$ cat config.mk
export PLATFORM = sky130hd
export DESIGN_NAME = cordic_vectoring_iter
export DESIGN_NICKNAME = d
export VERILOG_FILES = /design/src/rtl/cordic_vectoring_iter.sv
export SDC_FILE = /design/constraint.sdc
export NUM_CORES = 1
export LEC_CHECK = 0
export BUFFER_PORTS_ARGS = -buffer_cell sky130_fd_sc_hd__buf_2
export CORE_MARGIN = 8
export CORE_UTILIZATION = 45
export CTS_BUF_LIST = sky130_fd_sc_hd__clkbuf_16
export CTS_CLUSTER_SIZE = 14
export DETAILED_ROUTE_END_ITERATION = 7
export PLACE_DENSITY_LB_ADDON = 0.2
export SLEW_MARGIN = 10
export SYNTH_ARGS = -nofsm -noshare
export SYNTH_HDL_FRONTEND = slang
export SYNTH_SLANG_ARGS = --single-unit
$ cat constraint.sdc
create_clock -name clk -period 8.42 [get_ports clk]
set_input_delay 0.842 -clock clk [delete_from_list [all_inputs] [get_ports clk]]
set_output_delay 0.842 -clock clk [all_outputs]
set_load 0.02 [all_outputs]
$ cat src/rtl/cordic_vectoring_iter.sv
// Iterative CORDIC vectoring engine: one micro-rotation per clock, converts (x,y) to magnitude/phase.
// Optional macro CORDIC_GAIN_COMP_EN adds a COMP state that removes the ~1.6468 CORDIC gain.
`timescale 1ns/1ps

module sign #(
  parameter int WIDTH = 16
) (
  input  logic [WIDTH-1:0] value_i,
  output logic             sign_ans
);
  assign sign_ans = ($signed(value_i) < $signed(WIDTH'(0)));
endmodule

module cordic_vectoring_iter #(
  parameter int WORD_WIDTH  = 16,
  parameter int ITERATIONS  = 12,
  parameter int ANGLE_WIDTH = 16
) (
  input  logic                          clk,
  input  logic                          rst_n,
  input  logic                          start,
  input  logic signed [WORD_WIDTH-1:0]  x_in,
  input  logic signed [WORD_WIDTH-1:0]  y_in,
  output logic                          busy,
  output logic                          done,
  output logic        [WORD_WIDTH:0]    mag_out,
  output logic        [ANGLE_WIDTH-1:0] angle_out
);
  localparam int XW = WORD_WIDTH + 2;

  // S_OUT is the write-back cycle; S_DONE is the single cycle that shows done=1.
  typedef enum logic [2:0] {S_IDLE, S_ITER, S_COMP, S_OUT, S_DONE} state_t;

  state_t                  state_q;
  logic signed [XW-1:0]    x_q, y_q;
  logic [ANGLE_WIDTH-1:0]  z_q;
  logic [3:0]              i_q;
  logic                    zero_q;
  logic                    busy_q, done_q;
  logic [WORD_WIDTH:0]     mag_q;
  logic [ANGLE_WIDTH-1:0]  angle_q;

  logic signed [XW-1:0]    x_d, y_d, x_sh, y_sh;
  logic [ANGLE_WIDTH-1:0]  z_d, atan_v;
  logic signed [XW-1:0]    x_ext, y_ext, x_ld, y_ld;
  logic [ANGLE_WIDTH-1:0]  z_ld;
  logic                    y_neg;

  function automatic logic [15:0] atan_lut(input logic [3:0] idx);
    case (idx)
      4'd0:    atan_lut = 16'd8192;
      4'd1:    atan_lut = 16'd4836;
      4'd2:    atan_lut = 16'd2555;
      4'd3:    atan_lut = 16'd1297;
      4'd4:    atan_lut = 16'd651;
      4'd5:    atan_lut = 16'd326;
      4'd6:    atan_lut = 16'd163;
      4'd7:    atan_lut = 16'd81;
      4'd8:    atan_lut = 16'd41;
      4'd9:    atan_lut = 16'd20;
      4'd10:   atan_lut = 16'd10;
      4'd11:   atan_lut = 16'd5;
      4'd12:   atan_lut = 16'd3;
      4'd13:   atan_lut = 16'd1;
      4'd14:   atan_lut = 16'd1;
      default: atan_lut = 16'd0;
    endcase
  endfunction

  sign #(.WIDTH(XW)) u_sign (
    .value_i  (y_q),
    .sign_ans (y_neg)
  );

  // Two guard bits let -(-2^(W-1)) and the gain growth fit without overflow.
  always_comb begin
    x_ext = {{2{x_in[WORD_WIDTH-1]}}, x_in};
    y_ext = {{2{y_in[WORD_WIDTH-1]}}, y_in};
    if (x_in[WORD_WIDTH-1]) begin
      x_ld = -x_ext;
      y_ld = -y_ext;
      z_ld = {1'b1, {(ANGLE_WIDTH-1){1'b0}}};
    end else begin
      x_ld = x_ext;
      y_ld = y_ext;
      z_ld = '0;
    end
  end

  always_comb begin
    x_sh   = x_q >>> i_q;
    y_sh   = y_q >>> i_q;
    atan_v = ANGLE_WIDTH'(atan_lut(i_q));
    if (!y_neg) begin
      x_d = x_q + y_sh;
      y_d = y_q - x_sh;
      z_d = z_q + atan_v;
    end else begin
      x_d = x_q - y_sh;
      y_d = y_q + x_sh;
      z_d = z_q - atan_v;
    end
  end

`ifdef CORDIC_GAIN_COMP_EN
  logic signed [XW-1:0] x_comp;
  assign x_comp = (x_q >>> 1) + (x_q >>> 3) - (x_q >>> 6) - (x_q >>> 9) - (x_q >>> 13);
`endif

  always_ff @(posedge clk or negedge rst_n) begin
    if (!rst_n) begin
      state_q <= S_IDLE;
      x_q     <= '0;
      y_q     <= '0;
      z_q     <= '0;
      i_q     <= '0;
      zero_q  <= 1'b0;
      busy_q  <= 1'b0;
      done_q  <= 1'b0;
      mag_q   <= '0;
      angle_q <= '0;
    end else begin
      done_q <= 1'b0;
      case (state_q)
        S_IDLE: begin
          if (start) begin
            x_q     <= x_ld;
            y_q     <= y_ld;
            z_q     <= z_ld;
            i_q     <= '0;
            zero_q  <= (x_in == '0) && (y_in == '0);
            busy_q  <= 1'b1;
            state_q <= S_ITER;
          end
        end
        S_ITER: begin
          x_q <= x_d;
          y_q <= y_d;
          z_q <= z_d;
          i_q <= i_q + 4'd1;
          if (i_q == 4'(ITERATIONS - 1)) begin
`ifdef CORDIC_GAIN_COMP_EN
            state_q <= S_COMP;
`else
            state_q <= S_OUT;
`endif
          end
        end
`ifdef CORDIC_GAIN_COMP_EN
        S_COMP: begin
          x_q     <= x_comp;
          state_q <= S_OUT;
        end
`endif
        S_OUT: begin
          mag_q   <= zero_q ? '0 : x_q[WORD_WIDTH:0];
          angle_q <= zero_q ? '0 : z_q;
          done_q  <= 1'b1;
          busy_q  <= 1'b0;
          state_q <= S_DONE;
        end
        S_DONE:  state_q <= S_IDLE;
        default: state_q <= S_IDLE;
      endcase
    end
  end

  assign busy      = busy_q;
  assign done      = done_q;
  assign mag_out   = mag_q;
  assign angle_out = angle_q;
endmodule
==> run metrics, run 1 <==
Nets 1323; clock slew at reported path FFs 0.08 ns; CTS resizes 0; Sink Count 95; PortBufs 69; Setup CP Type flip-flop to flip-flop; Placer Congestion 0.9073; Worst setup SP type flip-flop; initial antenna violation count 0; diode count 0; area delta synth->final 7.532%; mux share of post-synthesis cell area 0.1332; Num CTS Buffers 9; actual slew at the worst max-slew pin 1.219 ns; Worst setup EP type flip-flop; Critical Path AT 5.78 ns; Final Cell Area 0.01086 mm²; most common cell in the netlist nand2_1; Critical Path RT 8.65 ns; Worst slew margin 0.1850; vias in the first global route 8659; syn nets 1303; final hold violations 0; htree depth 3; DR DRC count 0; Synth area leaders dfrtp_1, ha_1, mux4_2; hold_buf cts 0; cell area after synthesis 0.01010 mm²; period utilization 0.6594; Routed Antenna Nets 0; hold crit path type input port to async pin; Worst Clk Skew 0.01028 ns; RSZ-0062 raised after global routing no; Reg2Reg Depth 19; die width 165.8 µm; Multi-input gate area 0.007217 mm²; number of setup buffers added after CTS 0; Total Routing Usage GR 0.2126; first-pass GRT wire length 47680 µm; vias post-DR 9285; Synth Instances 1205; # setup viols final 0; die height 165.8 µm; Synth area leader dfrtp_1; die area 0.02749 mm²; Synth Area in XOR/XNOR 0.08412; 1st-iter DRT viols 819; # rows 55; simple-gate share of the synthesized area 0.1904; Via density 6.129; Adder-Cell Fraction of Synth Area 0.08028; Post-DP HPWL 21400 µm; clk_lat worst skew 0.37 ns; Async SR Flop Fraction 1.000; top-area cell type share of the netlist area 0.2354; CTS tree yes; Layout fillers 2151; DP Area 0.01056 mm²; min Tclk post-route 5.552 ns; largest net degree at the start of global routing 70; status finished, final reports clean; register bit count reported by yosys 95; sequential share of the synthesized area 0.2354; WL/cell 19.61 µm; maximum clock path buffer count 2; Avg Synthesized Cell Area 8.381 µm²; Max Cap Viol 0; largest family of logic cells by synthesized area compound AO/OA/AOI/OAI gates; first drt pass iteration count 5; Top Ports 70; Routed WL 29700 µm; Post-synth top cells nand2_1, o21ai_0, dfrtp_1; share of layout cells above drive strength 1 0.1415; Fin Setup TNS 0 ns; Unique masters post-synth 87; Syn. warnings 0; Core Box Area 0.02237 mm²; Max Clk Rate 0.1801 GHz; Compound-Gate Fraction of Synth Area 0.2256; Initial Utilization 0.4516; Primary FF master, synth dfrtp_1; WHS 0.4526 ns; grt total ovfl 0; worst reg-to-reg setup slack 2.87 ns; final slew viol count 0; Post-synth EDFFs 0; root buffer cell clkbuf_16; crit path max fanout 60; sequential standard cell area 0.002381 mm²
==> state kept, by name (all words and copies together), names as in the netlist, 3 cells and up <==
name	flops
y_q	18
z_q	16
x_q	18
angle_out	16
mag_out	17
state_q	3
i_q	4
==> path summary, 6_finish.rpt <==
| check | start | endpoint |
|---|---|---|
| max | i_q[1] | z_q[14] |
| min | rst_n | busy |
| max reg2reg | i_q[1] | z_q[14] |
| min reg2reg | angle_out[8] | angle_out[8] |
| max in group asynchronous | rst_n | i_q[0] |
| min in group clk | angle_out[8] | angle_out[8] |
==> routing by layer <==
metal,routed length (µm),share of wire,global-route usage
met2,13490,0.45,0.3328
met4,731,0.025,0.06522
met3,1979,0.067,0.03993
met5,0,0,0
met1,13500,0.45,0.2927
==> layout make-up <==
type	count	share of cell area
clock buffer	9	0.02074
clock inverter	7	0.006797
multi-input combinational	994	0.6645
sequential	95	0.2192
inverter	43	0.01486
tap	285	0.03283
timing repair buffer	82	0.04101
==> cell usage in the layout (no fill, tap or decap), types with 17 or more instances in the layout <==
cell      count
nand2_1     141
ha_1         60
nand3_1      23
a31oi_1      17
nor2_1       74
a21oi_1      85
dfrtp_1      92
mux2_2       19
xnor2_1      71
nor3_1       23
inv_1        39
o21ai_0      98
mux4_2       30
xor2_1       26
o22ai_1      36
o31ai_1      17
buf_2        68
nand2b_1     46
mux2i_1      31
==> critical path: stages (launching register included) <==
cell and delay [ns]:
dfrtp_2 0.34, buf_4 0.59, inv_2 0.29, ha_1 0.37, nand2_1 0.10, o21ai_0 0.09, a221oi_2 0.40, ha_1 0.25
nand2_1 0.06, o41ai_1 0.58, nand2_1 0.30, xnor2_1 0.22, ha_1 0.35, a21oi_1 0.29, inv_1 0.09, or3_1 0.31
or3_1 0.32, a31oi_1 0.23, xor2_1 0.15, o21ai_0 0.08
==> kinds of logic after synthesis <==
| family | count (synthesis) |
|---|---|
| AND/OR/NAND/NOR | 389 |
| buffers and inverters | 116 |
| adder cells (fa/ha/maj) | 63 |
| XOR/XNOR | 97 |
| AO/OA/AOI/OAI | 359 |
| multiplexers | 86 |
| flip-flops | 95 |
==> per-stage QoR <==
step                  util  instances  setup WS [ns]
detailed placement  0.4722       1499          2.928
floorplan                -       1205          3.731
global route        0.4856       1515          2.532
finish              0.4856       1515          2.868
CTS                 0.4856       1515          2.898
global placement    0.4722       1499          2.972
Power of run 1 is left out: the tool's default activity adds up to more than one toggle a clock period on the data nets, which glitch-free logic cannot reach.
==> inputs of run 2 (changes only) <==
==> constraint.sdc (replaced) <==
create_clock -name clk -period 4.4 [get_ports clk]
set_input_delay 0.44 -clock clk [delete_from_list [all_inputs] [get_ports clk]]
set_output_delay 0.44 -clock clk [all_outputs]
set_load 0.02 [all_outputs]
==> run 2 against run 1 <==
  * Design area is 16% higher
  * Clock skew is 0.0023 ns higher
  * Fmax is 28% higher
  * Cell count is 12% higher
  * First-iteration DRC count is 16% higher
  * Register-to-register slack worse by 2.8 ns
  * Die area stayed put
  * Clock-buffer cell count stayed put
  * Hold slack worse by 0.30 ns
  * Critical endpoint is now y_q[16]
==> run metrics, run 2 (synthesized netlist as in run 1, its figures left out) <==
status finished, final reports clean; Final Cell Area 0.01263 mm²; grt total ovfl 0; worst reg-to-reg setup slack 0.05 ns; die width 165.8 µm; Max Cap Viol 0; Critical Path RT 4.63 ns; Num CTS Buffers 9; htree depth 3; Layout fillers 2030; Routed Antenna Nets 0; Worst setup EP type flip-flop; Worst Clk Skew 0.01258 ns; min Tclk post-route 4.354 ns; DR DRC count 0; Max Clk Rate 0.2297 GHz; root buffer cell clkbuf_16; vias in the first global route 9700; clk_lat worst skew 0.37 ns; die area 0.02749 mm²; final hold violations 0; first drt pass iteration count 5; Total Routing Usage GR 0.2387; initial antenna violation count 0; die height 165.8 µm; Via density 5.998; WL/cell 19.92 µm; # rows 55; Critical Path AT 4.59 ns; Placer Congestion 0.9262; CTS tree yes; Worst setup SP type flip-flop; hold crit path type input port to async pin; Sink Count 95; vias post-DR 10180; clock slew at reported path FFs 0.09 ns; # setup viols final 0; Setup CP Type flip-flop to flip-flop; Top Ports 70; crit path max fanout 7; Reg2Reg Depth 17; Nets 1505; DP Area 0.01185 mm²; actual slew at the worst max-slew pin 1.027 ns; share of layout cells above drive strength 1 0.2875; Critical R2R Capture y_q[16]; most frequent cells in the layout buf_4, nand2_1, dfrtp_1; area delta synth->final 25.09%; Core Box Area 0.02237 mm²; maximum clock path buffer count 2; final slew viol count 0; Worst slew margin 0.3154; diode count 0; largest net degree at the start of global routing 70; most common cell after layout, fill and taps aside buf_4; hold_buf cts 0; first-pass GRT wire length 53300 µm; Routed WL 33810 µm; RSZ-0062 raised after global routing yes; PortBufs 69; RR Startpoint i_q[1]; Post-DP HPWL 25730 µm; period utilization 0.9895; Initial Utilization 0.4516; 1st-iter DRT viols 950
## run 2: critical path: stages (launching register included)
cell	delay (ns)
dfrtp_2	0.49
buf_12	0.17
mux2i_1	0.13
mux4_2	0.54
o21ai_2	0.16
inv_1	0.06
ha_1	0.28
mux2_4	0.29
fa_2	0.36
a21o_1	0.17
a21oi_2	0.15
nor2_1	0.07
o21a_1	0.21
o41a_1	0.34
a41o_1	0.22
o41ai_2	0.25
mux2i_1	0.24
o21ai_1	0.08
## run 2: worst max path at each step
| stage | cells after the start | slack, ns | from | end |
|---|---|---|---|---|
| 2_1_floorplan | 22 | 0.0005 | i_q[0] | z_q[14] |
| 3_3_place_gp | 19 | -0.08 | i_q[1] | x_q[16] |
| 3_5_place_dp | 19 | -0.14 | i_q[1] | x_q[16] |
| 4_1_cts | 17 | -0.07 | i_q[1] | y_q[16] |
| 5_1_grt | 21 | -0.16 | i_q[0] | x_q[17] |
| 6_report | 17 | 0.05 | i_q[1] | y_q[16] |
## run 2: through the flow
stage | util | worst slack [ns] | std cells | hold slack [ns] | TNS (ns)
floorplan | - | 0.0005334 | 1205 | 0.1444 | 0
global placement | 0.5300 | -0.07528 | 1657 | 0.4562 | -0.07632
detailed placement | 0.5300 | -0.1382 | 1657 | 0.4648 | -0.2171
CTS | 0.5472 | -0.07328 | 1681 | 0.1897 | -0.07427
global route | 0.5649 | -0.1613 | 1697 | 0.2139 | -0.7343
finish | 0.5649 | 0.04618 | 1697 | 0.1553 | 0
## run 2: per-layer routing
layer	vias to the layer above	part of all wire	GRT usage	wire length, µm
met5	-	0	0	0
met4	0	0.023	0.07273	790
met3	61	0.062	0.03304	2088
met2	370	0.48	0.3982	16240
met1	4926	0.43	0.3162	14690
li1	4822	-	-	-
## run 2: timing repair
| action | in CTS | in global routing |
|---|---|---|
| pin swaps | 7 | 30 |
| gates cloned | 0 | 2 |
| setup buffers | 8 | 14 |
| gates resized for setup | 8 | 63 |
| endpoints found under the setup margin | 5 | 16 |
## run 2: area by class of cell
type	count	area, µm²	area share
Sequential cell	95	2382	0.1886
Clock inverter	7	93.84	0.007428
Clock buffer	9	225.2	0.01783
Tap cell	285	356.6	0.02823
Multi-Input combinational cell	994	7473	0.5916
Inverter	43	161.4	0.01278
Timing Repair Buffer	264	1941	0.1536
Power of run 2 is left out for the same reason.
==> inputs of run 3 (changes only) <==
--- a/config.mk
+++ b/config.mk
@@ -11,7 +11,7 @@
 export CTS_BUF_LIST = sky130_fd_sc_hd__clkbuf_16
 export CTS_CLUSTER_SIZE = 14
 export DETAILED_ROUTE_END_ITERATION = 7
-export PLACE_DENSITY_LB_ADDON = 0.2
+export PLACE_DENSITY_LB_ADDON = 0.25
 export SLEW_MARGIN = 10
 export SYNTH_ARGS = -nofsm -noshare
 export SYNTH_HDL_FRONTEND = slang
==> run 3 against run 2 <==
  * The flow now finishes with violations (negative setup slack)
  * Setup slack got worse by 0.10 ns
  * Non-clock buffer count increased by 14
  * First-iteration DRC count decreased by 1.1%
  * Die area unchanged
  * Wire length decreased by 0.70%
  * Flip-flop and latch count unchanged
  * Register-to-register slack got worse by 0.10 ns
  * Cell count increased by 0.82%
  * Fmax decreased by 2.3%
  * Core utilization increased by 1.2 points
  * Hold slack improved by 0.040 ns
  * Critical path type unchanged
==> run metrics, run 3 (synthesized netlist as in run 1, its figures left out) <==
period utilization 1.013; status complete, but fails checks; root buffer cell clkbuf_16; grt total ovfl 0; Worst setup SP type flip-flop; WL/cell 19.62 µm; Sink Count 95; Reg2Reg Depth 19; Setup CP Type flip-flop to flip-flop; post-route worst setup slack -0.05830 ns; die width 165.8 µm; Max Clk Rate 0.2243 GHz; final slew viol count 0; Core Box Area 0.02237 mm²; final hold violations 0; worst reg-to-reg setup slack -0.06 ns; vias post-DR 10270; clock slew at reported path FFs 0.08 ns; area delta synth->final 27.66%; first drt pass iteration count 5; Routed Antenna Nets 0; Worst Clk Skew 0.01652 ns; most frequent cells in the layout buf_4, nand2_1, dfrtp_1; actual slew at the worst max-slew pin 1.029 ns; Initial Utilization 0.4516; share of layout cells above drive strength 1 0.3128; CTS tree yes; diode count 0; Critical Path RT 4.68 ns; Placer Congestion 0.9263; Routed WL 33580 µm; htree depth 3; crit path max fanout 7; RR Startpoint i_q[1]; CP startpoint i_q[1]; Critical R2R Capture y_q[14]; Post-DP HPWL 24850 µm; min Tclk post-route 4.458 ns; clk_lat worst skew 0.37 ns; initial antenna violation count 0; Fin Setup TNS -0.1306 ns; # rows 55; maximum clock path buffer count 2; Worst setup EP type flip-flop; die height 165.8 µm; # setup viols final 3; Num CTS Buffers 9; Top Ports 70; DR DRC count 0; hold_buf cts 0; hold crit path type input port to async pin; most common cell after layout, fill and taps aside buf_4; 1st-iter DRT viols 940; failing checks negative setup slack; Via density 6.001; Critical Path AT 4.74 ns; critical path endpoint y_q[14]; Total Routing Usage GR 0.2331; Nets 1519; PortBufs 69; Max Cap Viol 0; largest net degree at the start of global routing 70; die area 0.02749 mm²; vias in the first global route 9865; Worst slew margin 0.3137; first-pass GRT wire length 52640 µm; RSZ-0062 raised after global routing yes
## run 3: timing repair
item                                    CTS  global route
hold endpoints to repair                  0             0
buffers inserted                         10            24
endpoints found under the setup margin    6            19
pin swaps                                10            52
gates resized for setup                  18            95
gates cloned                              0             1
## run 3: routing by layer
layer,vias to the layer above,global-route usage,part of all wire
li1,4863,-,-
met1,4937,0.3103,0.43
met2,402,0.3913,0.48
met3,66,0.03518,0.066
met4,0,0.05573,0.023
met5,-,0,0
## run 3: final cells by class
type	instances	area, µm²
Multi-Input combinational cell	994	7616
Tap cell	285	356.6
Clock buffer	9	225.2
Fill cell	2044	9472
Sequential cell	95	2384
Inverter	43	163.9
Timing Repair Buffer	278	2054
Clock inverter	7	93.84
## run 3: how the worst min path moves through the flow
| stage | startpoint | to | slack [ns] | cells past startpoint |
|---|---|---|---|---|
| detailed placement | angle_out[5] | angle_out[5] | 0.46 | 2 |
| global route | rst_n | done | 0.25 | 1 |
| floorplan | rst_n | angle_out[0] | 0.14 | 0 |
| finish | rst_n | angle_out[2] | 0.20 | 1 |
| CTS | rst_n | angle_out[2] | 0.22 | 1 |
| global placement | mag_out[6] | mag_out[6] | 0.46 | 2 |
## run 3: worst max-delay path, cell delays in order (launching register included)
cell	delay, ns
dfrtp_2	0.43
buf_12	0.16
mux2_2	0.37
mux2i_4	0.20
a32oi_1	0.16
and2_1	0.18
inv_1	0.09
ha_4	0.19
mux2_4	0.29
fa_2	0.35
a21o_1	0.19
a21oi_2	0.16
nor2_1	0.07
o21a_1	0.21
o41a_1	0.45
a41o_1	0.25
buf_6	0.14
o2111ai_4	0.20
o31ai_2	0.11
nor3_1	0.18
## run 3: per-stage QoR
stage	utilization	instances	setup WS, ns	cell area, µm²	hold slack [ns]
finish	0.5765	1711	-0.05830	12890	0.1957
global route	0.5765	1711	-0.2365	12890	0.2519
CTS	0.5504	1686	0.007585	12310	0.2208
detailed placement	0.5305	1660	-0.1848	11870	0.4648
global placement	0.5305	1660	-0.1503	11870	0.4564
floorplan	-	1205	0.0005334	10140	0.1444
Power of run 3 is left out for the same reason.
